`src/rtl/button_pkg.sv`:
```
// Shared types and width helpers for the button conditioner.
// Phase encoding for the per-channel hold/repeat tracker.
package button_pkg;

    typedef enum logic [1:0] {
        IDLE,
        HOLD,
        REPEAT,
        DONE
    } phase_t;

    function automatic int max2(input int a, input int b);
        return (a > b) ? a : b;
    endfunction

    function automatic int db_w(input int db_cycles);
        return $clog2(db_cycles);
    endfunction

    function automatic int hold_w(input int hold_cycles, input int rep_cycles);
        return $clog2(max2(hold_cycles, rep_cycles));
    endfunction

endpackage

```
`src/rtl/button_conditioner_channel.sv`:
```
// One channel: synchroniser, debounce window, hold/repeat tracker.
// All outputs are registered and cleared by synchronous reset.
module debounce_channel
    import button_pkg::*;
#(
    parameter int DB_CYCLES     = 4194304,
    parameter int HOLD_CYCLES   = 50000000,
    parameter int REPEAT_EN     = 0,
    parameter int REPEAT_CYCLES = 10000000,
    parameter int ACTIVE_LOW    = 0
) (
    input  logic clk,
    input  logic rst,
    input  logic btn_raw,
    output logic btn_state,
    output logic btn_press,
    output logic btn_release,
    output logic long_press,
    output logic btn_repeat
);

    localparam int DW = db_w(DB_CYCLES);
    localparam int HW = hold_w(HOLD_CYCLES, REPEAT_CYCLES);
    localparam logic INV = (ACTIVE_LOW != 0);
    localparam logic [DW-1:0] DB_LAST   = DW'(DB_CYCLES - 1);
    localparam logic [HW-1:0] HOLD_LAST = HW'(HOLD_CYCLES - 1);
    localparam logic [HW-1:0] REP_LAST  = HW'(REPEAT_CYCLES - 1);

    logic          s1, s2;
    logic [DW-1:0] db_cnt;
    logic          flip;
    logic          state_d;
    phase_t        phase, phase_d;
    logic [HW-1:0] hold_cnt, hold_cnt_d;
    logic          long_d, rep_d;

    always_ff @(posedge clk) begin
        if (rst) begin
            s1 <= 1'b0;
            s2 <= 1'b0;
        end else begin
            s1 <= btn_raw ^ INV;
            s2 <= s1;
        end
    end

    assign flip    = (s2 != btn_state) && (db_cnt == DB_LAST);
    assign state_d = btn_state ^ flip;

    always_ff @(posedge clk) begin
        if (rst) begin
            db_cnt      <= '0;
            btn_state   <= 1'b0;
            btn_press   <= 1'b0;
            btn_release <= 1'b0;
        end else begin
            btn_state   <= state_d;
            btn_press   <= flip & ~btn_state;
            btn_release <= flip & btn_state;
            if ((s2 == btn_state) || flip)
                db_cnt <= '0;
            else
                db_cnt <= db_cnt + 1'b1;
        end
    end

    // Decisions use the next debounced level so a release wins over a terminal count.
    always_comb begin
        phase_d    = phase;
        hold_cnt_d = hold_cnt;
        long_d     = 1'b0;
        rep_d      = 1'b0;
        if (!state_d) begin
            phase_d    = IDLE;
            hold_cnt_d = '0;
        end else begin
            unique case (phase)
                IDLE: begin
                    phase_d    = HOLD;
                    hold_cnt_d = '0;
                end
                HOLD: begin
                    if (hold_cnt == HOLD_LAST) begin
                        long_d     = 1'b1;
                        hold_cnt_d = '0;
                        phase_d    = (REPEAT_EN != 0) ? REPEAT : DONE;
                    end else begin
                        hold_cnt_d = hold_cnt + 1'b1;
                    end
                end
                REPEAT: begin
                    if (hold_cnt == REP_LAST) begin
                        rep_d      = 1'b1;
                        hold_cnt_d = '0;
                    end else begin
                        hold_cnt_d = hold_cnt + 1'b1;
                    end
                end
                DONE: begin
                    hold_cnt_d = hold_cnt;
                end
            endcase
        end
    end

    always_ff @(posedge clk) begin
        if (rst) begin
            phase      <= IDLE;
            hold_cnt   <= '0;
            long_press <= 1'b0;
            btn_repeat <= 1'b0;
        end else begin
            phase      <= phase_d;
            hold_cnt   <= hold_cnt_d;
            long_press <= long_d;
            btn_repeat <= rep_d;
        end
    end

endmodule

```
`src/rtl/button_conditioner.sv`:
```
// Multi-channel button debouncer with press/release, long-press and repeat pulses.
// Each channel is an independent debounce_channel instance.
module button_conditioner
    import button_pkg::*;
#(
    parameter int N_CH          = 4,
    parameter int DB_CYCLES     = 4194304,
    parameter int HOLD_CYCLES   = 50000000,
    parameter int REPEAT_EN     = 0,
    parameter int REPEAT_CYCLES = 10000000,
    parameter int ACTIVE_LOW    = 0
) (
    input  logic            clk,
    input  logic            rst,
    input  logic [N_CH-1:0] btn_raw,
    output logic [N_CH-1:0] btn_state,
    output logic [N_CH-1:0] btn_press,
    output logic [N_CH-1:0] btn_release,
    output logic [N_CH-1:0] long_press,
    output logic [N_CH-1:0] btn_repeat
);

    for (genvar i = 0; i < N_CH; i++) begin : g_ch
        debounce_channel #(
            .DB_CYCLES    (DB_CYCLES),
            .HOLD_CYCLES  (HOLD_CYCLES),
            .REPEAT_EN    (REPEAT_EN),
            .REPEAT_CYCLES(REPEAT_CYCLES),
            .ACTIVE_LOW   (ACTIVE_LOW)
        ) u_ch (
            .clk        (clk),
            .rst        (rst),
            .btn_raw    (btn_raw[i]),
            .btn_state  (btn_state[i]),
            .btn_press  (btn_press[i]),
            .btn_release(btn_release[i]),
            .long_press (long_press[i]),
            .btn_repeat (btn_repeat[i])
        );
    end

endmodule

```
`config.mk`:
```
export PLATFORM = sky130hd
export DESIGN_NAME = button_conditioner
export DESIGN_NICKNAME = d
export VERILOG_FILES = /design/src/rtl/button_pkg.sv /design/src/rtl/button_conditioner_channel.sv /design/src/rtl/button_conditioner.sv
export SDC_FILE = /design/constraint.sdc
export NUM_CORES = 1
export LEC_CHECK = 0
export ABC_AREA = 0
export BUFFER_PORTS_ARGS = -buffer_cell sky130_fd_sc_hd__buf_4
export CAP_MARGIN = 30
export CORE_ASPECT_RATIO = 2
export CORE_MARGIN = 5
export CORE_UTILIZATION = 55
export DETAILED_ROUTE_END_ITERATION = 8
export PLACE_DENSITY_LB_ADDON = 0.2
export SLEW_MARGIN = 20
export SYNTH_ARGS = -nofsm -noshare
export SYNTH_HDL_FRONTEND = slang
export SYNTH_HIERARCHICAL = 1
export SYNTH_SLANG_ARGS = --single-unit
```
`constraint.sdc`:
```
create_clock -name clk -period 2.5 [get_ports clk]
set_clock_uncertainty 0.1 [all_clocks]
set_input_delay 0.5 -clock clk [delete_from_list [all_inputs] [get_ports clk]]
set_output_delay 0.5 -clock clk [all_outputs]
set_load 0.1 [all_outputs]
```
# Word-level counts from Yosys, hierarchy flattened
# Cells that the tools add are included.
# word_totals
reg_bits	228
input_bits	6
output_inout_bits	20
elab_cells	176
# classes
n_addsub	8
eq_ne	36
mux	28
bitwise	28
n_reduce_logical	36
# op_table
cell	count
case mux 26 bit (3 select lines)	4
two-way mux 26 bit	8
adder 26 x 1 -> 26 bit (second input constant)	4
equality test 26 x 24 -> 1 bit (second input constant)	4
equality test 26 bit (second input constant)	4
adder 22 x 1 -> 22 bit (second input constant)	4
equality test 22 bit (second input constant)	4
OR reduction 3 bit	8
equality test 2 bit (second input constant)	8
NOT 1 bit	16
case mux 2 bit (2 select lines)	4
OR reduction 2 bit	8
bitwise AND 1 bit	8
equality test 2 x 1 -> 1 bit (second input constant)	4
logical NOT 2 bit	4
two-way mux 1 bit	8
two-way mux 2 bit	4
inequality test 2 x 1 -> 1 bit (second input constant)	4
AND reduction 2 bit	4
nonzero test 2 bit	4
equality test 1 bit	4
logical AND 1 bit	4
logical OR 1 bit	4
inequality test 1 bit	4
XOR 1 bit	4

# Logic depth before layout (Yosys ltp)
# Gate-level depths: netlist (run 1).
# logic_depth
ltp_word	5
mapped_depth	9
depth_no_buf	8

# By module
# The synthesis (run 1) kept the hierarchy.
# by_module_without_submodules
module	instances	cells_per_inst	area_per_inst_um2	seq_area_each_um2
debounce_channel at g_ch[0].u_ch ...	3	330	2820.2	1141.1
debounce_channel at g_ch[3].u_ch	1	329	2755.1	1141.1

# Worst setup path before layout (run 1)
# Ideal clock, no wire load.
# synth_path
path_type	register to register
start	register g_ch[3].u_ch.hold_cnt[7]
end	register g_ch[3].u_ch.hold_cnt[21]
setup_time_ps	132
arrival_ps	2188
required_time_ps	2268
path_slack_ps	80
stages_incl_launch_ff	9
n_path_buf	2
period_less_slack_ps	2420
cell_sequence	dfxtp_1 or4b_1 or4_4 o211ai_2 a21oi_2 buf_6 buf_6 a32oi_1 a21oi_1
# synth_between
elab_chain_len	3
elab_cells_between_ends	6
cone_classes	1 x add/sub; 2 x eq/ne; 3 x mux
# synth_lines
item	line_no	text
start: declaration	button_conditioner_channel.sv:34	logic [HW-1:0] hold_cnt, hold_cnt_d;
start signal: assignment	button_conditioner_channel.sv:114	hold_cnt <= hold_cnt_d;
adder 26 x 1 -> 26 bit (tied with other cells)	button_conditioner_channel.sv:88, button_conditioner_channel.sv:96	
two-way mux 26 bit, on equally long branches	button_conditioner_channel.sv:92, button_conditioner_channel.sv:83	
case mux 26 bit (3 select lines) *	button_conditioner_channel.sv:77	unique case (phase)
# Every way passes the cells marked *; elsewhere a longest branch is shown, timed or not.
# A chain may end at the register's enable or synchronous reset.

# Worst setup path in the final report (run 1)
# layout_path
start	register g_ch[3].u_ch.hold_cnt[7]
end	register g_ch[3].u_ch.hold_cnt[17]
# The elaborated chain is that of the path after synthesis.

==> results.txt, run 1 <==
Status: completed
Register area share after synthesis: 40.7%
Post-DP HPWL: 18.1 mm
Clk Latency, worst-skew pair: 0.52 ns
Post-Layout Inst Area: 12600 µm²
Worst endpoint required time: 2.77 ns
Post-synth EDFFs: 0
Largest buffer count on any clock path: 3
Drt initial violations: 496
Fillers: 1794
Commonest non-fill, non-tap cell in the layout: dfxtp_1
Most frequent cells in the layout: dfxtp_1 (227), nand2_1 (142), nor2_1 (138)
CORE AREA: 20300 µm²
Synth async-reset ratio: 0%
Final min period: 2.40 ns
All-Layer GR Usage: 21.9%
Gate Count Post-Synth: 1319
Synth Register Bits: 228
Layout Cells excl Fill: 1647
Worst R2R Setup Slack: 0.1 ns
Synth-to-layout area growth: 12.5%
RR Endpoint: g_ch[3].u_ch/hold_cnt[17]
ANT cells: 0
DR DRC count: 0
CTS tree: built
Leakage: 4.00 nW
DR pass1 iterations: 6
Worst Setup End Kind: register
Die Ht: 212 µm
Vias in the first global route: 9774
Routed Antenna Nets: 0
DIE AREA: 23500 µm²
Path depth of the worst reg2reg path: 7
Final Hold Fails: 0
Pwr/cell area: 558 nW/µm²
RSZ-0062 raised after global routing: no
Num CTS Buffers: 22
CTS root buffer: clkbuf_16
Routed vias/inst: 6.01
Routed vias: 9900
Final setup viols: 0
Worst VDD drop: 0.525 mV
Global-route wire length before repair: 44.4 mm
Clock Sinks: 228
IO Count: 26
Worst Path Buf+Inv: 1
Worst-margin pin slew: 0.731 ns
Crit path cell chain: or4b_1, or4_4, o211ai_4, a21oi_2, buf_12, a41oi_1, a311oi_1
Slowest cell on the critical path: or4b_1
Routability Congestion: 0.868
Total of max-cap violations: 0
CP max FO: 22
Synthesized area: 11200 µm²
GR Overflow Total: 0
Crit path max-delay family: simple AND/OR/NAND/NOR gates
Synth Area per Inst: 8.50 µm²
Placement Cell Area: 11900 µm²
Largest net degree at the start of global routing: 42
WS Path Type: reg2reg
F_max: 0.416 GHz
Rel. slew slack: 51.3%
Synth cell types: 63
CP arrival: 2.67 ns
Worst path depth: 7
Largest stage delay on the critical path: 0.56 ns
Pwr Total: 7.04 mW
Initial core utilization: 55.3%
Fin. max-slew vios: 0
Synth Flop Type: dfxtp_1
Post-layout util: 62.2%
Worst-path clk slew: 0.06 ns
Total negative slack: 0 ns
Placed insts: 1609
Worst hold path type: in2reg
Drt total wl: 26.0 mm
Share of cells above drive strength 1: 10.6%
Syn Nets: 1352
Port Buffers: 25
Worst setup SP type: register
Avg WL per Cell: 15.8 µm
H-tree depth: 1
Critical path destination: g_ch[3].u_ch/hold_cnt[17]
Yosys warns: 6
Fin crit share: 96.2%
Fin nets: 1400
Number of antenna violations at the first check in global routing: 0
Die extent in x: 111 µm
# rows: 74
CP Launch Point: g_ch[3].u_ch/hold_cnt[7]
Critical R2R Launch: g_ch[3].u_ch/hold_cnt[7]
==> worst min path at each step <==
stage                                      start                      to  cells past startpoint
final                                 btn_raw[2]         g_ch[2].u_ch/s1                      2
after global routing                  btn_raw[3]         g_ch[3].u_ch/s1                      2
after CTS                             btn_raw[3]         g_ch[3].u_ch/s1                      2
after detailed placement         g_ch[2].u_ch/s1         g_ch[2].u_ch/s2                      1
after global placement    g_ch[3].u_ch/db_cnt[0]  g_ch[3].u_ch/db_cnt[0]                      1
after floorplan           g_ch[3].u_ch/db_cnt[0]  g_ch[3].u_ch/db_cnt[0]                      1
==> flip-flops by register name, indices dropped and copies added (netlist names) <==
signal                 cells
g_ch.u_ch/s2               4
g_ch.u_ch/long_press       4
g_ch.u_ch/phase            8
g_ch.u_ch/btn_state        4
g_ch.u_ch/btn_press        4
g_ch.u_ch/btn_release      4
g_ch.u_ch/s1               4
g_ch.u_ch/hold_cnt       104
g_ch.u_ch/btn_repeat       4
g_ch.u_ch/db_cnt          88
==> synth_stat cells (15+ instances only) <==
library cell    n  share of area (%)
a211oi_1       15                1.0
a21oi_1        81                3.6
a311oi_1       58                4.5
a31oi_1        28                1.6
a41oi_1        19                1.5
and2_1         21                1.2
and3_1         33                1.8
and4_1         17                1.3
clkbuf_1       16               0.54
dfxtp_1       228                 41
ha_1           27                3.0
inv_1          41                1.4
nand2_1       142                4.8
nand3_1       108                4.8
nand4_1        35                2.0
nor2_1        138                4.6
nor3_1         27                1.2
o21ai_0        15               0.67
or3_1          17               0.95
xnor2_1        28                2.2
xor2_1         52                4.1
==> stage by stage <==
stage / hold WS (ns) / setup WS [ns]
5_1_grt: 0.0904 / 0.0212
3_3_place_gp: 0.325 / 0.0706
2_1_floorplan: 0.313 / 0.0797
3_5_place_dp: 0.326 / 0.0479
6_report: 0.101 / 0.0951
4_1_cts: 0.0785 / 0.0330
==> area by class of cell <==
type                    instances  area (µm²)  area share, %
well taps                     266         333           2.64
clock buffers                  35         681           5.39
repair buffers                 73         636           5.04
multi-input cells             995        6190           49.0
clock inverters                 3        40.0          0.317
inverters                      47         176           1.40
flip-flops and latches        228        4570           36.2
==> power by group <==
part | total, mW | switching [mW] | leakage, nW | internal [mW]
Sequential | 3.64 | 0.00447 | 1.84 | 3.64
Clock | 3.36 | 1.40 | 0.356 | 1.96
Combinational | 0.0381 | 0.0250 | 1.80 | 0.0131
==> cell families after synthesis <==
group	count (synthesis)	synth area share (%)
multiplexers	6	0.535
XOR/XNOR	80	6.25
AO/OA/AOI/OAI	255	15.6
buffers and inverters	96	4.56
AND/OR/NAND/NOR	627	29.3
flip-flops	228	40.7
adder cells (fa/ha/maj)	27	3.01
==> metal layers <==
layer  vias to the layer above  routed length [µm]  global-route usage [%]
met5                         -                   0                       0
met4                         0                1050                    11.1
met3                        82                 915                    2.43
met2                       221               14100                    42.6
met1                      4687                9950                    22.7
li1                       4910                   -                       -
==> what timing repair did <==
item	CTS	global route
hold buffers	0	0
setup buffers	0	0
resized for setup	0	5
endpoints found under the setup margin	0	5
Power figures use the tool's default switching activity.
==> inputs of run 2 (changes only) <==
GPL_TIMING_DRIVEN = 0   (was unset)
SYNTH_HIERARCHICAL = unset   (was 1)
==> results.txt, run 2 <==
Ranking of synthesized cells by area: dfxtp_1 (40%), nand2_1 (5.7%), nand3_1 (5.1%) (was dfxtp_1 (41%), nand3_1 (4.8%), nand2_1 (4.8%))
DR pass1 iterations: 7 (was 6)
Status: completed (unchanged)
Cell internal pwr: 6.09 mW (was 5.61 mW)
RSZ-0062 raised after global routing: yes (was no)
Fin. max-slew vios: 0 (unchanged)
Largest buffer count on any clock path: 3 (unchanged)
Worst Setup End Kind: register (unchanged)
Drt total wl: 29.6 mm (was 26.0 mm)
Number of antenna violations at the first check in global routing: 0 (unchanged)
Met3 WL: 1.12 mm (was 915 µm)
Die extent in x: 111 µm (about the same)
Routability Congestion: 0.966 (was 0.868)
Biggest regs: g_ch.u_ch.hold_cnt (104), g_ch.u_ch.db_cnt (88), g_ch.u_ch.phase (8) (was g_ch.u_ch/hold_cnt (104), g_ch.u_ch/db_cnt (88), g_ch.u_ch/phase (8))
Top layer in use: met4 (unchanged)
Post-synth EDFFs: 0 (unchanged)
Die Ht: 213 µm (was 212 µm)
Worst endpoint required time: 2.75 ns (was 2.77 ns)
Synth-to-layout area growth: 19.4% (was 12.5%)
Part of the power in registers: 47.9% (was 51.8%)
Worst VDD drop: 0.598 mV (was 0.525 mV)
Commonest non-fill, non-tap cell in the layout: dfxtp_1 (unchanged)
Largest Register: g_ch.u_ch.hold_cnt (was g_ch.u_ch/hold_cnt)
Pre-CTS setup slack: -0.599 ns (was 0.0479 ns)
Share of cells above drive strength 1: 16.3% (was 10.6%)
Rel. slew slack: 54.2% (was 51.3%)
Total of max-cap violations: 0 (unchanged)
Syn Nets: 1403 (was 1352)
CTS root buffer: clkbuf_16 (unchanged)
Slowest cell on the critical path: or4_4 (was or4b_1)
Final Hold Fails: 0 (unchanged)
Met1 Wirelength: 10.7 mm (was 9.95 mm)
Layout Cells excl Fill: 1721 (was 1647)
Leakage: 4.20 nW (was 4.00 nW)
Clk network pwr share: 51.5% (was 47.7%)
Yosys warns: 0 (was 6)
Routed vias: 10.5k (was 9900)
Worst-margin pin slew: 0.683 ns (was 0.731 ns)
Synth cell types: 65 (was 63)
Crit path cell chain: or4_4, or4_4, o211ai_4, a21oi_4, buf_8, buf_12, a21oi_4, a311oi_2 (was or4b_1, or4_4, o211ai_4, a21oi_2, buf_12, a41oi_1, a311oi_1)
CTS tree: built (unchanged)
Worst-path clk slew: 0.07 ns (was 0.06 ns)
Avg WL per Cell: 17.2 µm (was 15.8 µm)
Post-DP HPWL: 19.9 mm (was 18.1 mm)
Vias in the first global route: 10.4k (was 9774)
Synth async-reset ratio: 0% (unchanged)
IO Count: 26 (unchanged)
Global-route wire length before repair: 47.8 mm (was 44.4 mm)
Switching Fraction: 19.8% (was 20.3%)
CTS Hold Buffers Added: 0 (unchanged)
CP arrival: 2.74 ns (was 2.67 ns)
Clock Sinks: 228 (unchanged)
Num CTS Buffers: 22 (unchanged)
Worst setup SP type: register (unchanged)
DR DRC count: 0 (unchanged)
Largest net degree at the start of global routing: 16 (was 42)
Post-layout util: 66.1% (was 62.2%)
Worst R2R Setup Slack: 0.02 ns (was 0.1 ns)
Largest register FFs: 104 (unchanged)
F_max: 0.403 GHz (was 0.416 GHz)
Routed Antenna Nets: 0 (unchanged)
Register area share after synthesis: 40.4% (was 40.7%)
Drt initial violations: 590 (was 496)
# rows: 74 (unchanged)
Port Buffers: 25 (unchanged)
Final setup viols: 0 (unchanged)
Initial core utilization: 55.4% (was 55.3%)
H-tree depth: 1 (unchanged)
Comb power frac: 0.5% (about the same)
Synth Register Bits: 228 (unchanged)
Min setup slack post-route: 0.0185 ns (was 0.0951 ns)
Gate Count Post-Synth: 1370 (was 1319)
Synth Area per Inst: 8.24 µm² (was 8.50 µm²)
Synth Flop Type: dfxtp_1 (unchanged)
Metal2 WL: 16.1 mm (was 14.1 mm)
Synthesized area: 11300 µm² (was 11200 µm²)
WS Path Type: reg2reg (unchanged)
Placed insts: 1661 (was 1609)
Largest stage delay on the critical path: 0.53 ns (was 0.56 ns)
All-Layer GR Usage: 23.7% (was 21.9%)
Routed vias/inst: 6.12 (was 6.01)
Fin crit share: 99.3% (was 96.2%)
CP max FO: 7 (was 22)
Post-synth top cells: dfxtp_1 (228), nand2_1 (172), nor2_1 (138) (was dfxtp_1 (228), nand2_1 (142), nor2_1 (138))
Net Sw Power: 1.50 mW (was 1.43 mW)
GR Overflow Total: 0 (unchanged)
Clk Latency, worst-skew pair: 0.51 ns (was 0.52 ns)
Final min period: 2.48 ns (was 2.40 ns)
Crit path max-delay family: simple AND/OR/NAND/NOR gates (unchanged)
Worst Path Buf+Inv: 2 (was 1)
Pwr/cell area: 564 nW/µm² (was 558 nW/µm²)
Fin nets: 1473 (was 1400)
Worst hold path type: in2reg (unchanged)
Most common cell in the netlist: dfxtp_1 (unchanged)
ANT cells: 0 (unchanged)
Most frequent cells in the layout: dfxtp_1 (216), nand2_1 (169), nor2_1 (136) (was dfxtp_1 (227), nand2_1 (142), nor2_1 (138))
CORE AREA: 20400 µm² (was 20300 µm²)
Leading area contributor after synthesis: dfxtp_1 (unchanged)
DIE AREA: 23700 µm² (was 23500 µm²)
Top cell type's share of synthesized area: 40.4% (was 40.7%)
-- run 2: final cells by class --
class / count / area [µm²]
fill: 1724 / 6900
multi-input combinational: 1025 / 6600
sequential: 228 / 4590
clock buffer: 29 / 647
timing repair buffer: 55 / 483
buffer: 74 / 482
tap: 266 / 333
clock inverter: 10 / 214
inverter: 34 / 128
-- run 2: path summary, 6_finish.rpt --
path / from / endpoint / depth (start not counted)
setup reg to reg: g_ch[1].u_ch.hold_cnt[7] / g_ch[1].u_ch.hold_cnt[9] / 8
hold reg to reg: g_ch[0].u_ch.s1 / g_ch[0].u_ch.s2 / 1
setup / recovery: g_ch[1].u_ch.hold_cnt[7] / g_ch[1].u_ch.hold_cnt[9] / 8
hold / removal: btn_raw[3] / g_ch[3].u_ch.s1 / 2
-- run 2: per-stage QoR --
step	hold slack (ns)	setup TNS, ns	area [µm²]	power [mW]
global route	0.104	-0.418	13500	7.80
CTS	0.102	0	13000	7.66
finish	0.110	0	13500	7.59
floorplan	0.314	0	11300	3.75
detailed placement	0.329	-44.57	11800	3.77
global placement	0.325	-42.23	11800	3.77
-- run 2: power by group through the flow --
stage / clock (mW) / combinational, mW / sequential [mW]
6_report: 3.91 / 0.0403 / 3.64
5_1_grt: 4.11 / 0.0440 / 3.64
4_1_cts: 3.98 / 0.0408 / 3.64
3_5_place_dp: 0 / 0.0402 / 3.73
3_3_place_gp: 0 / 0.0395 / 3.73
2_1_floorplan: 0 / 0.0235 / 3.72
-- run 2: routing by layer --
metal | track usage (%) | up-vias
met2 | 46.9 | 289
met3 | 2.96 | 130
met4 | 12.6 | 0
met5 | 0 | -
met1 | 23.5 | 5008
li1 | - | 5105
-- run 2: repair_timing --
item                       in CTS  in global routing
gates cloned                    0                  6
gates resized for setup        61                 88
pin swaps                       8                 14
setup endpoints to repair     127                125
setup buffers                  11                 14
-- run 2: kinds of logic after synthesis --
kind of cell | after synthesis | share of synthesized area, %
adders and majority gates | 27 | 2.99
muxes | 5 | 0.466
buffers and inverters | 118 | 4.83
and+or+nand+nor | 685 | 31.2
DFF | 228 | 40.4
AOI/OAI and AO/OA | 230 | 14.1
xor gates and xnor gates | 77 | 5.97
==> inputs of run 3 (changes only) <==
REMOVE_ABC_BUFFERS = 1   (was unset)
==> results.txt, run 3 (synthesized netlist as in run 2, its figures left out) <==
Worst Setup End Kind: register (unchanged)
Worst hold start: btn_raw[2] (was btn_raw[3])
Clk network pwr share: 46.7% (was 51.5%)
Routed vias: 10.1k (was 10.5k)
Final Hold Fails: 0 (unchanged)
Drt initial violations: 508 (was 590)
Min setup slack post-route: -0.0177 ns (was 0.0185 ns)
Fin. max-slew vios: 0 (unchanged)
Net Sw Power: 1.44 mW (was 1.50 mW)
CTS tree: built (unchanged)
Post-layout util: 63.4% (was 66.1%)
Worst hold path type: in2reg (unchanged)
RSZ-0062 raised after global routing: yes (unchanged)
# rows: 74 (unchanged)
Worst VDD drop: 0.488 mV (was 0.598 mV)
Routed Antenna Nets: 0 (unchanged)
Total of max-cap violations: 0 (unchanged)
Final min period: 2.52 ns (was 2.48 ns)
Synth-to-layout area growth: 14.3% (was 19.4%)
Clk Latency, worst-skew pair: 0.52 ns (was 0.51 ns)
Port Buffers: 25 (unchanged)
All-Layer GR Usage: 21.2% (was 23.7%)
Most frequent cells in the layout: dfxtp_1 (217), nand2_1 (170), nor2_1 (137) (was dfxtp_1 (216), nand2_1 (169), nor2_1 (136))
GR Overflow Total: 0 (unchanged)
DR pass1 iterations: 5 (was 7)
Fin crit share: 101% (was 99.3%)
Number of antenna violations at the first check in global routing: 0 (unchanged)
H-tree depth: 1 (unchanged)
ANT cells: 0 (unchanged)
Final setup viols: 5 (was 0)
Rel. slew slack: 43.9% (was 54.2%)
CORE AREA: 20400 µm² (unchanged)
Worst Hold Depth: 2 (unchanged)
F_max: 0.397 GHz (was 0.403 GHz)
CP arrival: 2.81 ns (was 2.74 ns)
RR Endpoint: g_ch[1].u_ch.hold_cnt[21] (was g_ch[1].u_ch.hold_cnt[9])
Switching Fraction: 20.9% (was 19.8%)
Worst-path clk slew: 0.06 ns (was 0.07 ns)
Comb power frac: 0.5% (about the same)
Leakage: 3.88 nW (was 4.20 nW)
CTS Hold Buffers Added: 0 (unchanged)
Share of cells above drive strength 1: 13.0% (was 16.3%)
Critical R2R Launch: g_ch[1].u_ch.hold_cnt[7] (unchanged)
Failing checks: setup timing
Total negative slack: -0.0520 ns (was 0 ns)
Global-route wire length before repair: 43.7 mm (was 47.8 mm)
Fin nets: 1409 (was 1473)
WS Path Type: reg2reg (unchanged)
Routability Congestion: 0.875 (was 0.966)
Commonest non-fill, non-tap cell in the layout: dfxtp_1 (unchanged)
Post-DP HPWL: 17.3 mm (was 19.9 mm)
Hold Crit Endpoint: g_ch[2].u_ch.s1 (was g_ch[3].u_ch.s1)
Clock Sinks: 228 (unchanged)
DIE AREA: 23700 µm² (unchanged)
CP max FO: 14 (was 7)
Avg WL per Cell: 16.1 µm (was 17.2 µm)
DR DRC count: 0 (unchanged)
Largest net degree at the start of global routing: 53 (was 16)
Cell internal pwr: 5.47 mW (was 6.09 mW)
Die Ht: 213 µm (unchanged)
IO Count: 26 (unchanged)
Worst R2R Setup Slack: -0.02 ns (was 0.02 ns)
Initial core utilization: 55.4% (unchanged)
CTS root buffer: clkbuf_16 (unchanged)
Drt total wl: 26.7 mm (was 29.6 mm)
Worst endpoint required time: 2.79 ns (was 2.75 ns)
Vias in the first global route: 9722 (was 10.4k)
Routed vias/inst: 6.12 (about the same)
Die extent in x: 111 µm (unchanged)
Part of the power in registers: 52.7% (was 47.9%)
Fillers: 1752 (was 1724)
Biggest regs: g_ch.u_ch.hold_cnt (104), g_ch.u_ch.db_cnt (88), g_ch.u_ch.phase (8) (unchanged)
Largest Register: g_ch.u_ch.hold_cnt (unchanged)
Num CTS Buffers: 22 (unchanged)
Largest register FFs: 104 (unchanged)
Status: finished, violations left (was completed)
Path depth of the worst reg2reg path: 7 (was 8)
Largest buffer count on any clock path: 3 (unchanged)
Worst-margin pin slew: 0.842 ns (was 0.683 ns)
Worst setup SP type: register (unchanged)
Pwr/cell area: 535 nW/µm² (was 564 nW/µm²)
## run 3: timing repair
action | in CTS | in global routing
pin swaps | 11 | 9
endpoints found under the setup margin | 152 | 88
hold endpoints to repair | 0 | 0
buffers inserted | 13 | 15
gates resized for setup | 37 | 41
gates cloned | 1 | 5
## run 3: worst max path at each step
stage / start / to / slack, ns / cells after the start
2_1_floorplan: g_ch[0].u_ch.db_cnt[0] / g_ch[0].u_ch.btn_repeat / -0.86 / 7
3_3_place_gp: g_ch[0].u_ch.db_cnt[0] / g_ch[0].u_ch.btn_repeat / -2.40 / 7
3_5_place_dp: g_ch[3].u_ch.db_cnt[0] / g_ch[3].u_ch.hold_cnt[12] / -0.74 / 8
4_1_cts: g_ch[1].u_ch.db_cnt[0] / g_ch[1].u_ch.hold_cnt[17] / 0.003 / 9
5_1_grt: g_ch[1].u_ch.hold_cnt[7] / g_ch[1].u_ch.hold_cnt[21] / -0.07 / 7
6_report: g_ch[1].u_ch.hold_cnt[7] / g_ch[1].u_ch.hold_cnt[21] / -0.02 / 7
## run 3: per-stage QoR
stage	hold WS, ns	area, µm²	std cells	setup WS [ns]	total power, mW
detailed placement	0.331	11600	1584	-0.739	3.76
CTS	0.0945	12600	1635	0.00284	6.98
finish	0.105	12900	1655	-0.0177	6.91
global route	0.110	12900	1655	-0.0690	7.14
floorplan	0.314	10900	1286	-0.860	3.74
global placement	0.326	11400	1577	-2.40	3.76
## run 3: cell type report
cell class              instances  area (µm²)  share of cell area (%)
inverters                      34         135                    1.05
clock buffers                  29         608                    4.71
repair buffers                 64         633                    4.91
multi-input cells            1025        6540                    50.6
clock inverters                 8        73.8                   0.572
flip-flops and latches        228        4580                    35.5
well taps                     266         333                    2.58
repair inverters                1        5.00                  0.0388
## run 3: power groups by stage
stage / Clock (mW) / Sequential [mW] / Combinational [mW]
floorplan: 0 / 3.72 / 0.0179
global placement: 0 / 3.73 / 0.0354
detailed placement: 0 / 3.73 / 0.0362
CTS: 3.30 / 3.64 / 0.0377
global route: 3.45 / 3.64 / 0.0418
finish: 3.23 / 3.64 / 0.0371
## run 3: critical path: stages (launching register included)
cell and delay [ns]:
dfxtp_4 0.36, or4_4 0.54, or4_4 0.48, o211ai_4 0.25
a21oi_4 0.14, bufbuf_16 0.34, a21oi_2 0.12, a211oi_1 0.07
## run 3: layer usage
layer  vias to the layer above  wire, µm  GRT usage, %
met5                         -         0             0
met4                         0       836          8.99
met3                        67       880          2.45
met2                       216     14500          41.8
met1                      4862     10500          22.3
li1                       4986         -             -
